`src/rtl/elevator_pkg.sv`:
```
// rtl/elevator_pkg.sv - shared car state type, default timing constants and floor-vector helpers
// Floor helpers work on a zero-extended vector so one function serves any NUM_FLOORS up to MAX_FLOORS.
package elevator_pkg;

  typedef enum logic [1:0] {
    IDLE  = 2'd0,
    MOVE  = 2'd1,
    DWELL = 2'd2
  } car_state_t;

  localparam int DEF_NUM_FLOORS  = 6;
  localparam int DEF_STEP_TICKS  = 30;
  localparam int DEF_DWELL_TICKS = 5;
  localparam int MAX_FLOORS      = 64;

  typedef logic [MAX_FLOORS-1:0] floor_vec_t;

  function automatic logic any_above(input floor_vec_t trig, input int fl);
    logic r;
    r = 1'b0;
    for (int i = 0; i < MAX_FLOORS; i++) begin
      if ((i > fl) && trig[i]) r = 1'b1;
    end
    return r;
  endfunction

  function automatic logic any_below(input floor_vec_t trig, input int fl);
    logic r;
    r = 1'b0;
    for (int i = 0; i < MAX_FLOORS; i++) begin
      if ((i < fl) && trig[i]) r = 1'b1;
    end
    return r;
  endfunction

  function automatic logic at_floor(input floor_vec_t trig, input int fl);
    logic r;
    r = 1'b0;
    for (int i = 0; i < MAX_FLOORS; i++) begin
      if (i == fl) r = trig[i];
    end
    return r;
  endfunction

  function automatic floor_vec_t floor_onehot(input int fl);
    floor_vec_t r;
    r = '0;
    for (int i = 0; i < MAX_FLOORS; i++) begin
      if (i == fl) r[i] = 1'b1;
    end
    return r;
  endfunction

endpackage

```
`src/rtl/elevator_car_fsm.sv`:
```
// rtl/elevator_car_fsm.sv - one elevator car: SCAN FSM, shared step/dwell timer, half-floor position
// Every output is a flop updated from the next-state logic, so outputs track the state register exactly.
module elevator_car_fsm
  import elevator_pkg::*;
#(
  parameter int NUM_FLOORS  = DEF_NUM_FLOORS,
  parameter int STEP_TICKS  = DEF_STEP_TICKS,
  parameter int DWELL_TICKS = DEF_DWELL_TICKS,
  localparam int POS_W      = $clog2(2*NUM_FLOORS-1)
) (
  input  logic                  clk,
  input  logic                  rst,
  input  logic                  i_tick_en,
  input  logic [NUM_FLOORS-1:0] i_trig,
  input  logic                  i_door_hold,
  output logic [POS_W-1:0]      o_half_pos,
  output logic                  o_dir_up,
  output logic                  o_moving,
  output logic                  o_door_open,
  output logic [NUM_FLOORS-1:0] o_served
);

  localparam int TMR_MAX = (STEP_TICKS > DWELL_TICKS) ? STEP_TICKS : DWELL_TICKS;
  localparam int TMR_W   = (TMR_MAX > 1) ? $clog2(TMR_MAX) : 1;
  localparam logic [POS_W-1:0] MAX_POS    = POS_W'(2*(NUM_FLOORS-1));
  localparam logic [TMR_W-1:0] STEP_LAST  = TMR_W'(STEP_TICKS-1);
  localparam logic [TMR_W-1:0] DWELL_LAST = TMR_W'(DWELL_TICKS-1);

  car_state_t            r_state, w_state_nxt;
  logic [TMR_W-1:0]      r_timer, w_timer_nxt;
  logic [POS_W-1:0]      r_pos, w_pos_nxt, w_pos_step;
  logic                  r_dir, w_dir_nxt;
  logic                  r_moving, r_door;
  logic [NUM_FLOORS-1:0] r_served, w_served_nxt;

  floor_vec_t w_trig;
  int         w_fl, w_fl_step;
  logic       w_here, w_above, w_below;
  logic       w_hit_step, w_above_step, w_below_step;

  assign w_trig     = floor_vec_t'(i_trig);
  assign w_pos_step = r_dir ? (r_pos + 1'b1) : (r_pos - 1'b1);
  assign w_fl       = int'(r_pos >> 1);
  assign w_fl_step  = int'(w_pos_step >> 1);

  assign w_here       = at_floor(w_trig, w_fl);
  assign w_above      = any_above(w_trig, w_fl);
  assign w_below      = any_below(w_trig, w_fl);
  assign w_hit_step   = at_floor(w_trig, w_fl_step);
  assign w_above_step = any_above(w_trig, w_fl_step);
  assign w_below_step = any_below(w_trig, w_fl_step);

  always_comb begin
    w_state_nxt  = r_state;
    w_timer_nxt  = r_timer;
    w_pos_nxt    = r_pos;
    w_dir_nxt    = r_dir;
    w_served_nxt = '0;
    case (r_state)
      IDLE: begin
        // Decided every clk regardless of tick_en: current floor, then same direction, then reverse.
        w_timer_nxt = '0;
        if (w_here) begin
          w_state_nxt  = DWELL;
          w_served_nxt = NUM_FLOORS'(floor_onehot(w_fl));
        end else if ((r_dir && w_above) || (!r_dir && w_below)) begin
          w_state_nxt = MOVE;
        end else if (w_above) begin
          w_dir_nxt   = 1'b1;
          w_state_nxt = MOVE;
        end else if (w_below) begin
          w_dir_nxt   = 1'b0;
          w_state_nxt = MOVE;
        end
      end
      MOVE: begin
        if (i_tick_en) begin
          if (r_timer == STEP_LAST) begin
            w_timer_nxt = '0;
            w_pos_nxt   = w_pos_step;
            // Odd positions are between floors; only whole-floor arrivals are evaluated.
            if (!w_pos_step[0]) begin
              if (w_hit_step) begin
                w_state_nxt  = DWELL;
                w_served_nxt = NUM_FLOORS'(floor_onehot(w_fl_step));
              end else if (!(r_dir ? w_above_step : w_below_step)) begin
                w_state_nxt = IDLE;
              end
            end
          end else begin
            w_timer_nxt = r_timer + 1'b1;
          end
        end
      end
      DWELL: begin
        if (i_door_hold || w_here) begin
          w_timer_nxt = '0;
        end else if (i_tick_en) begin
          if (r_timer == DWELL_LAST) begin
            w_timer_nxt = '0;
            w_state_nxt = IDLE;
          end else begin
            w_timer_nxt = r_timer + 1'b1;
          end
        end
      end
      default: begin
        w_state_nxt = IDLE;
        w_timer_nxt = '0;
      end
    endcase
  end

  always_ff @(posedge clk or posedge rst) begin
    if (rst) begin
      r_state  <= IDLE;
      r_timer  <= '0;
      r_pos    <= '0;
      r_dir    <= 1'b1;
      r_moving <= 1'b0;
      r_door   <= 1'b0;
      r_served <= '0;
    end else begin
      r_state  <= w_state_nxt;
      r_timer  <= w_timer_nxt;
      r_pos    <= w_pos_nxt;
      r_dir    <= w_dir_nxt;
      r_moving <= (w_state_nxt == MOVE);
      r_door   <= (w_state_nxt == DWELL);
      r_served <= w_served_nxt;
    end
  end

  assign o_half_pos  = r_pos;
  assign o_dir_up    = r_dir;
  assign o_moving    = r_moving;
  assign o_door_open = r_door;
  assign o_served    = r_served;

  a_pos_bounds: assert property (@(posedge clk) disable iff (rst) r_pos <= MAX_POS);

endmodule

```
`src/rtl/elevator_bank_scheduler.sv`:
```
// rtl/elevator_bank_scheduler.sv - bank of independent SCAN elevator cars
// Each car sees only its own slice of the destination/request buses; cars never interact.
module elevator_bank_scheduler
  import elevator_pkg::*;
#(
  parameter int NUM_CARS    = 2,
  parameter int NUM_FLOORS  = DEF_NUM_FLOORS,
  parameter int STEP_TICKS  = DEF_STEP_TICKS,
  parameter int DWELL_TICKS = DEF_DWELL_TICKS,
  localparam int POS_W      = $clog2(2*NUM_FLOORS-1)
) (
  input  logic                           clk,
  input  logic                           rst,
  input  logic                           tick_en,
  input  logic [NUM_CARS*NUM_FLOORS-1:0] floor_dest,
  input  logic [NUM_CARS*NUM_FLOORS-1:0] floor_req,
  input  logic [NUM_CARS-1:0]            door_hold,
  output logic [NUM_CARS*POS_W-1:0]      half_pos,
  output logic [NUM_CARS-1:0]            dir_up,
  output logic [NUM_CARS-1:0]            moving,
  output logic [NUM_CARS-1:0]            door_open,
  output logic [NUM_CARS*NUM_FLOORS-1:0] served
);

  for (genvar c = 0; c < NUM_CARS; c++) begin : g_car
    logic [NUM_FLOORS-1:0] w_trig;

    assign w_trig = floor_dest[c*NUM_FLOORS +: NUM_FLOORS] | floor_req[c*NUM_FLOORS +: NUM_FLOORS];

    elevator_car_fsm #(
      .NUM_FLOORS  (NUM_FLOORS),
      .STEP_TICKS  (STEP_TICKS),
      .DWELL_TICKS (DWELL_TICKS)
    ) u_car (
      .clk         (clk),
      .rst         (rst),
      .i_tick_en   (tick_en),
      .i_trig      (w_trig),
      .i_door_hold (door_hold[c]),
      .o_half_pos  (half_pos[c*POS_W +: POS_W]),
      .o_dir_up    (dir_up[c]),
      .o_moving    (moving[c]),
      .o_door_open (door_open[c]),
      .o_served    (served[c*NUM_FLOORS +: NUM_FLOORS])
    );
  end

endmodule
```
`config.mk`:
```
export PLATFORM = sky130hd
export DESIGN_NAME = elevator_bank_scheduler
export DESIGN_NICKNAME = d
export VERILOG_FILES = /design/src/rtl/elevator_pkg.sv /design/src/rtl/elevator_car_fsm.sv /design/src/rtl/elevator_bank_scheduler.sv
export SDC_FILE = /design/constraint.sdc
export NUM_CORES = 1
export LEC_CHECK = 0
export ABC_AREA = 1
export BUFFER_PORTS_ARGS = -buffer_cell sky130_fd_sc_hd__clkbuf_2
export CAP_MARGIN = 5
export CORE_ASPECT_RATIO = 0.7
export CORE_MARGIN = 4
export CORE_UTILIZATION = 51
export CTS_CLUSTER_SIZE = 10
export DETAILED_ROUTE_END_ITERATION = 12
export GPL_TIMING_DRIVEN = 0
export PLACE_DENSITY = 0.77
export SLEW_MARGIN = 30
export SYNTH_ARGS = -nofsm -noshare
export SYNTH_HDL_FRONTEND = slang
export SYNTH_SLANG_ARGS = --single-unit
```
`constraint.sdc`:
```
create_clock -name clk -period 2.5 [get_ports clk]
set_input_delay 0.5 -clock clk [delete_from_list [all_inputs] [get_ports clk]]
set_output_delay 0.5 -clock clk [all_outputs]
set_load 0.01 [all_outputs]
```
## Yosys cells after proc, flatten, opt, wreduce, memory -nomap -nowiden

Index checks and enable logic that the tools add are counted.

- $add $sub $neg: 6
- Multiply operators: 0
- Div/mod/pow operators: 0
- Order comparisons: 48
- Equality and inequality tests: 44
- Shift-type cells: 0
- Multiplexer cells: 162
- Bitwise gates (word level): 6
- Reduce and logical (&&, ||, !) cells: 72

Operators by type and width:

| cell | number |
|---|---|
| zero test 32 bit | 4 |
| two-way mux 1 bit | 110 |
| two-way mux 6 bit | 10 |
| logical AND 1 bit | 52 |
| two-way mux 5 bit | 10 |
| == test 3 bit, first input constant | 16 |
| two-way mux 2 bit | 24 |
| == test 2 x 3 -> 1 bit, first input constant | 8 |
| greater-than comparator 1 x 3 -> 1 bit, first input constant | 8 |
| greater-than comparator 2 x 3 -> 1 bit, first input constant | 8 |
| greater-than comparator 3 bit, first input constant | 8 |
| < comparator 1 x 3 -> 1 bit, first input constant | 8 |
| < comparator 2 x 3 -> 1 bit, first input constant | 8 |
| < comparator 3 bit, first input constant | 8 |
| case mux 6 bit (2 select lines) | 2 |
| case mux 5 bit (2 select lines) | 2 |
| == test 1 x 3 -> 1 bit, first input constant | 4 |
| OR 6 bit | 2 |
| case mux 2 bit (3 select lines) | 2 |
| adder 5 x 1 -> 5 bit, second input constant | 2 |
| == test 5 x 3 -> 1 bit, second input constant | 2 |
| == test 5 bit, second input constant | 2 |
| adder 4 x 1 -> 4 bit, second input constant | 2 |
| == test 2 x 1 -> 1 bit, second input constant | 4 |
| other kinds (13) | 32 |

- Register bits: 40
- Latch bits: 0
- Bits in writable memories: 0
- Bits in read-only memories: 0
- Bits of input ports: 29
- Output and inout port bits: 26
- Word-level logic and storage cells: 352
- Memories: 0

## Longest topological paths before layout

- Depth after elaboration: 18
- Gate-level depth with buffers: 19

## Modules after synthesis

From an unflattened synthesis, not the netlist that was laid out.

- Cells, all modules: 500
- Area, all modules: 3,478.3 sq um

By module, submodules not included:

| module | times used | cells an instance | area each (sq um) | seq. area each (sq um) |
|---|---|---|---|---|
| elevator_car_fsm (g_car[1].u_car) | 1 | 238 | 1,690.4 | 501.7 |
| elevator_car_fsm (g_car[0].u_car) | 1 | 226 | 1,652.8 | 501.7 |
| elevator_bank_scheduler | 1 | 36 | 135.1 | 0.0 |

## Worst setup path before layout

No wires, ideal clock.

- Path kind: reg-to-reg
- From: register g_car[1].u_car.r_dir
- To: register g_car[1].u_car.r_moving
- Setup time: 0.119 ns
- Data arrival time: 2.176 ns
- Setup slack: 0.205 ns
- Stages on the path, launching flop included: 17
- Path buffers: 0
- Path through: dfstp_2 inv_1 ha_1 a21oi_1 nand2_1 nand2_1 nand2_2 nor2_1 nand2_1 nand4_1 nand3_1 nand3_1 nand2_1 nand2_1 nand2_1 nand2_1 nor2_1

- Cells in the longest elaborated chain, start to end: 17
- Elaborated cells on any way between the ends: 67
- Classes of those cells: order compare: 12; eq/ne: 8; mux: 30; reduce/logical: 17

RTL lines:

| item | RTL line | RTL |
|---|---|---|
| start: declaration | elevator_car_fsm.sv:32 | `logic r_dir, w_dir_nxt;` |
| start signal: assignment | elevator_car_fsm.sv:127 | `r_dir <= w_dir_nxt;` |
| two-way mux 4 bit | elevator_car_fsm.sv:42 | `assign w_pos_step = r_dir ? (r_pos + 1'b1) : (r_pos - 1'b1);` |
| < comparator 1 x 3 -> 1 bit or greater-than comparator 1 x 3 -> 1 bit (tied branches) | elevator_pkg.sv:31, elevator_pkg.sv:22 |  |
| logical AND 1 bit, on equally long branches | elevator_pkg.sv:31, elevator_pkg.sv:22 |  |
| two-way mux 1 bit, on equally long branches (6 in series) | elevator_pkg.sv:31, elevator_pkg.sv:22 |  |
| two-way mux 1 bit | elevator_car_fsm.sv:86 | `end else if (!(r_dir ? w_above_step : w_below_step)) begin` |
| two-way mux 2 bit | elevator_car_fsm.sv:86 |  |
| two-way mux 2 bit | elevator_car_fsm.sv:83 | `if (w_hit_step) begin` |
| two-way mux 2 bit | elevator_car_fsm.sv:82 | `if (!w_pos_step[0]) begin` |
| two-way mux 2 bit | elevator_car_fsm.sv:78 | `if (r_timer == STEP_LAST) begin` |
| two-way mux 2 bit | elevator_car_fsm.sv:77 | `if (i_tick_en) begin` |
| case mux 2 bit (3 select lines) * | elevator_car_fsm.sv:59 | `case (r_state)` |
| == test 2 x 1 -> 1 bit * | elevator_car_fsm.sv:128 | `r_moving <= (w_state_nxt == MOVE);` |
| end signal: assignment | elevator_car_fsm.sv:128 |  |
| end: declaration | elevator_car_fsm.sv:33 | `logic r_moving, r_door;` |

Mark *: on every way between the ends. The rest lies on a longest branch, timed or not.
A chain may end at the register's enable or synchronous reset.

## Worst setup path in the final report

- From: register g_car[1].u_car.r_dir
- To: register g_car[1].u_car.r_moving

- Cells in the longest elaborated chain, start to end: 17
- Elaborated cells on any way between the ends: 67
- Classes of those cells: order compare: 12; eq/ne: 8; mux: 30; reduce/logical: 17

RTL lines:

| item | RTL line | RTL |
|---|---|---|
| two-way mux 4 bit * | elevator_car_fsm.sv:42 |  |
| named net g_car[1].u_car.w_pos_step[1] | elevator_car_fsm.sv:31 | `logic [POS_W-1:0] r_pos, w_pos_nxt, w_pos_step;` |
| < comparator 1 x 3 -> 1 bit or greater-than comparator 1 x 3 -> 1 bit (tied branches) | elevator_pkg.sv:31, elevator_pkg.sv:22 |  |
| logical AND 1 bit, on equally long branches | elevator_pkg.sv:31, elevator_pkg.sv:22 |  |
| two-way mux 1 bit, on equally long branches (6 in series) | elevator_pkg.sv:31, elevator_pkg.sv:22 |  |
| two-way mux 1 bit | elevator_car_fsm.sv:86 |  |
| two-way mux 2 bit | elevator_car_fsm.sv:86 |  |
| two-way mux 2 bit * | elevator_car_fsm.sv:83 |  |
| two-way mux 2 bit * | elevator_car_fsm.sv:82 |  |
| two-way mux 2 bit * | elevator_car_fsm.sv:78 |  |
| two-way mux 2 bit * | elevator_car_fsm.sv:77 |  |
| case mux 2 bit (3 select lines) * | elevator_car_fsm.sv:59 |  |
| == test 2 x 1 -> 1 bit * | elevator_car_fsm.sv:128 |  |

The timed path passes the listed nets; every way through them passes the cells marked *.

==> flow_metrics.env <==
export IMPL_run_status="completed"
export IMPL_cp_cell_sequence="inv_4 -> fa_2 -> nor2_4 -> inv_2 -> nand3_2 -> nand2_1 -> nand3_2 -> a21oi_2 -> nand2_2 -> nand3_2 -> nand2_1 -> nand2_1 -> nand2_2 -> nand2_1 -> nor2_1"
export IMPL_timing_max_cap_violations=0
export IMPL_average_wire_per_standard_cell_microns=14.8
export IMPL_critPathRequiredTime_ns=2.69
export IMPL_worstSetupStartpoint="g_car[1].u_car.o_dir_up"
export IMPL_grt_usage=0.233
export IMPL_placeable_core_region_sq_um=5840
export IMPL_chipWidth_microns=102
export IMPL_finalHoldViolations=0
export IMPL_number_of_enable_flip_flop_cells_after_synthesis=0
export IMPL_power_share_switching=0.483
export IMPL_tritoncts="yes"
export IMPL_regToRegStartpoint="g_car[1].u_car.o_dir_up"
export IMPL_die_h_microns=73.5
export IMPL_yosys_register_bits=40
export IMPL_netlist_area_leader_share=0.304
export IMPL_mostFrequentLayoutCell="nand2_1"
export IMPL_cellPowerDensity_nw_per_um2=1010
export IMPL_tritoncts_num_buffers=5
export IMPL_grt_pass1_wl_microns=13800
export IMPL_numPlacedInstances=587
export IMPL_critPathSlowestCell="fa_2"
export IMPL_synth_largest_area_cell="dfrtp_1"
export IMPL_slew_limit_headroom=0.674
export IMPL_insertion_delay_ns=0.30
export IMPL_final_cell_count_no_fill=612
export IMPL_totalNegativeSetupSlack_ns=0
export IMPL_drt_first_pass_iters=7
export IMPL_synth_net_count=506
export IMPL_cp_arrival_ns=2.69
export IMPL_row_count=23
export IMPL_drcViolationCount=0
export IMPL_hold_class="in2async"
export IMPL_fillCellCount=511
export IMPL_register_area_share_after_synthesis=0.321
export IMPL_post_route_cells_drive_above_1_share=0.292
export IMPL_p_leak_nw=1.99
export IMPL_netlist_instances=457
export IMPL_numPortBuffers=54
export IMPL_netlist_cell_type_count=38
export IMPL_design_internal_power_mw=2.08
export IMPL_vdd_ir_drop_max_mv=0.461
export IMPL_synthToLayoutAreaGrowth_pct=27.5
export IMPL_slew_viol_final=0
export IMPL_power_switching_mw=1.94
export IMPL_grt_pass1_vias=2876
export IMPL_final_nets=585
export IMPL_cp_start_kind="register"
export IMPL_clock_root_buffer="clkbuf_8"
export IMPL_initial_antenna_violation_count=0
export IMPL_ctsLongestPathBuffers=2
export IMPL_critPathMaxFanout=6
export IMPL_synthesis_yosys_warnings=0
export IMPL_unrepaired_setup_endpoints_after_global_routing="yes"
export IMPL_routed_via_count=3345
export IMPL_post_layout_min_period_ns=2.49
export IMPL_power_share_clock=0.131
export IMPL_ys_async_sr_fraction=1.00
export IMPL_drt_initial_drc_count=352
export IMPL_die_area_sq_um=7470
export IMPL_avgSynthCellArea_sq_um=6.84
export IMPL_worst_slew_pin_slew_ns=0.487
export IMPL_htreeDepth=2
export IMPL_timing_setup_critical_path_class="reg2reg"
export IMPL_timing_critical_path_slowest_cell_delay_ns=0.72
export IMPL_synth_top_cells_by_area="dfrtp_1, nand2_1, inv_1"
export IMPL_logic_pwr_share=0.651
export IMPL_ys_dominant_reg_cell="dfrtp_1"
export IMPL_globalplace_congestion=0.953
export IMPL_clk_pin_slew_worst_paths_ns=0.08
export IMPL_antenna_violating_nets_post_route=0
export IMPL_layout_common_cells="nand2_1, inv_1, clkbuf_2"
export IMPL_min_period_over_period=0.998
export IMPL_timing_fmax_ghz=0.401
export IMPL_timing_critical_path_to_type="register"
export IMPL_setup_violations_final=0
export IMPL_power_share_of_the_sequential_group=0.218
export IMPL_finClkSkew_ns=0.00394
export IMPL_crit_top_cell="nand2_1"
export IMPL_floorplan_initialDensity=0.535
export IMPL_total_inserted_antenna_cells=0
export IMPL_cts_num_sinks=40
export IMPL_top_level_ports=55
export IMPL_mappedNetlistArea_sq_um=3130
export IMPL_grt_start_max_net_pins=32
export IMPL_post_dp_hpwl_microns=6600
export IMPL_routed_wl_microns=9060
export IMPL_grt_overflow=0
export IMPL_via_per_inst=5.47
cells in the mapped netlist, types with 3 or more instances:
cell type,number
nand4_1,12
xnor2_1,3
o21ai_1,8
buf_4,7
a21oi_1,19
dfrtp_1,38
xor2_1,5
nor2_1,51
o21ai_0,22
nand3_1,43
nand2_2,3
nand3_2,3
nand2_1,113
inv_1,67
nor3_1,6
ha_1,18
o22ai_1,10
what timing repair did:
item	4_1_cts	5_1_grt
endpoints found under the hold margin	0	0
gates cloned	0	1
gates resized for setup	13	52
setup buffers	0	16
setup endpoints to repair	15	17
pin swaps	1	20
hold buffers	0	0
power groups by stage:
| stage | clock network (mW) | logic [mW] | registers, mW |
|---|---|---|---|
| after CTS | 0.544 | 1.93 | 0.880 |
| after global routing | 0.572 | 2.85 | 0.893 |
| after global placement | 0 | 1.78 | 0.885 |
| after detailed placement | 0 | 1.83 | 0.890 |
| final | 0.529 | 2.62 | 0.876 |
| after floorplan | 0 | 1.39 | 0.871 |
critical path, delay by kind of cell, from the launching register on:
family	cells	cell delay, ns
fa+ha+maj	1	0.72
compound gates	1	0.14
flops	1	0.59
simple gates	11	0.83
buf+inv	2	0.15
stage by stage:
stage	utilization	setup slack, ns	cell area, sq um	hold WS [ns]	power [mW]
2_1_floorplan	-	0.205	3130	0.516	2.26
3_3_place_gp	0.598	-0.234	3490	0.541	2.66
3_5_place_dp	0.601	-0.234	3510	0.417	2.72
4_1_cts	0.630	0.00104	3680	0.0898	3.35
5_1_grt	0.683	-0.166	3990	0.0901	4.31
6_report	0.683	0.00572	3990	0.0897	4.02
registers in the layout (all words and copies together) (netlist names):
signal / count
g_car.u_car.o_dir_up: 2
g_car.u_car.o_door_open: 2
g_car.u_car.o_half_pos: 8
g_car.u_car.o_moving: 2
g_car.u_car.o_served: 12
g_car.u_car.r_state: 4
g_car.u_car.r_timer: 10
metal layers:
layer,part of all wire,global-route usage,vias to the layer above
met5,0,0,-
met4,0.012,0.0678,0
met3,0.11,0.0598,13
met2,0.42,0.312,176
met1,0.46,0.363,1521
li1,-,-,1635
cells by family (layout without fill, tap and decap cells):
| logic type | Yosys count | count (layout) | share of synthesized area |
|---|---|---|---|
| fa+ha+maj | 20 | 20 | 0.0848 |
| xor+xnor | 9 | 9 | 0.0276 |
| buf+inv | 79 | 159 | 0.106 |
| simple gates | 239 | 239 | 0.332 |
| flops | 40 | 40 | 0.321 |
| compound gates | 70 | 70 | 0.129 |
final cells by class:
type	instances	area [sq um]	share of cell area
Clock inverter	3	42.5	0.0107
Multi-Input combinational cell	338	2010	0.504
Clock buffer	5	68.8	0.0173
Tap cell	75	93.8	0.0235
Inverter	69	269	0.0674
Buffer	10	76.3	0.0191
Sequential cell	40	1000	0.252
Timing Repair Buffer	72	423	0.106
path summary, 6_finish.rpt:
path | to | slack, ns | cells after the start
worst max-delay path | g_car[1].u_car.o_moving | 0.006 | 15
worst min register to register | g_car[0].u_car.r_timer[0] | 0.57 | 1
min in group clk | g_car[0].u_car.r_timer[0] | 0.57 | 1
worst min-delay path | g_car[1].u_car.r_timer[1] | 0.09 | 2
max in group asynchronous | g_car[0].u_car.o_dir_up | 1.92 | 3
worst max register to register | g_car[1].u_car.o_moving | 0.006 | 15
Power figures use the tool's default switching activity.
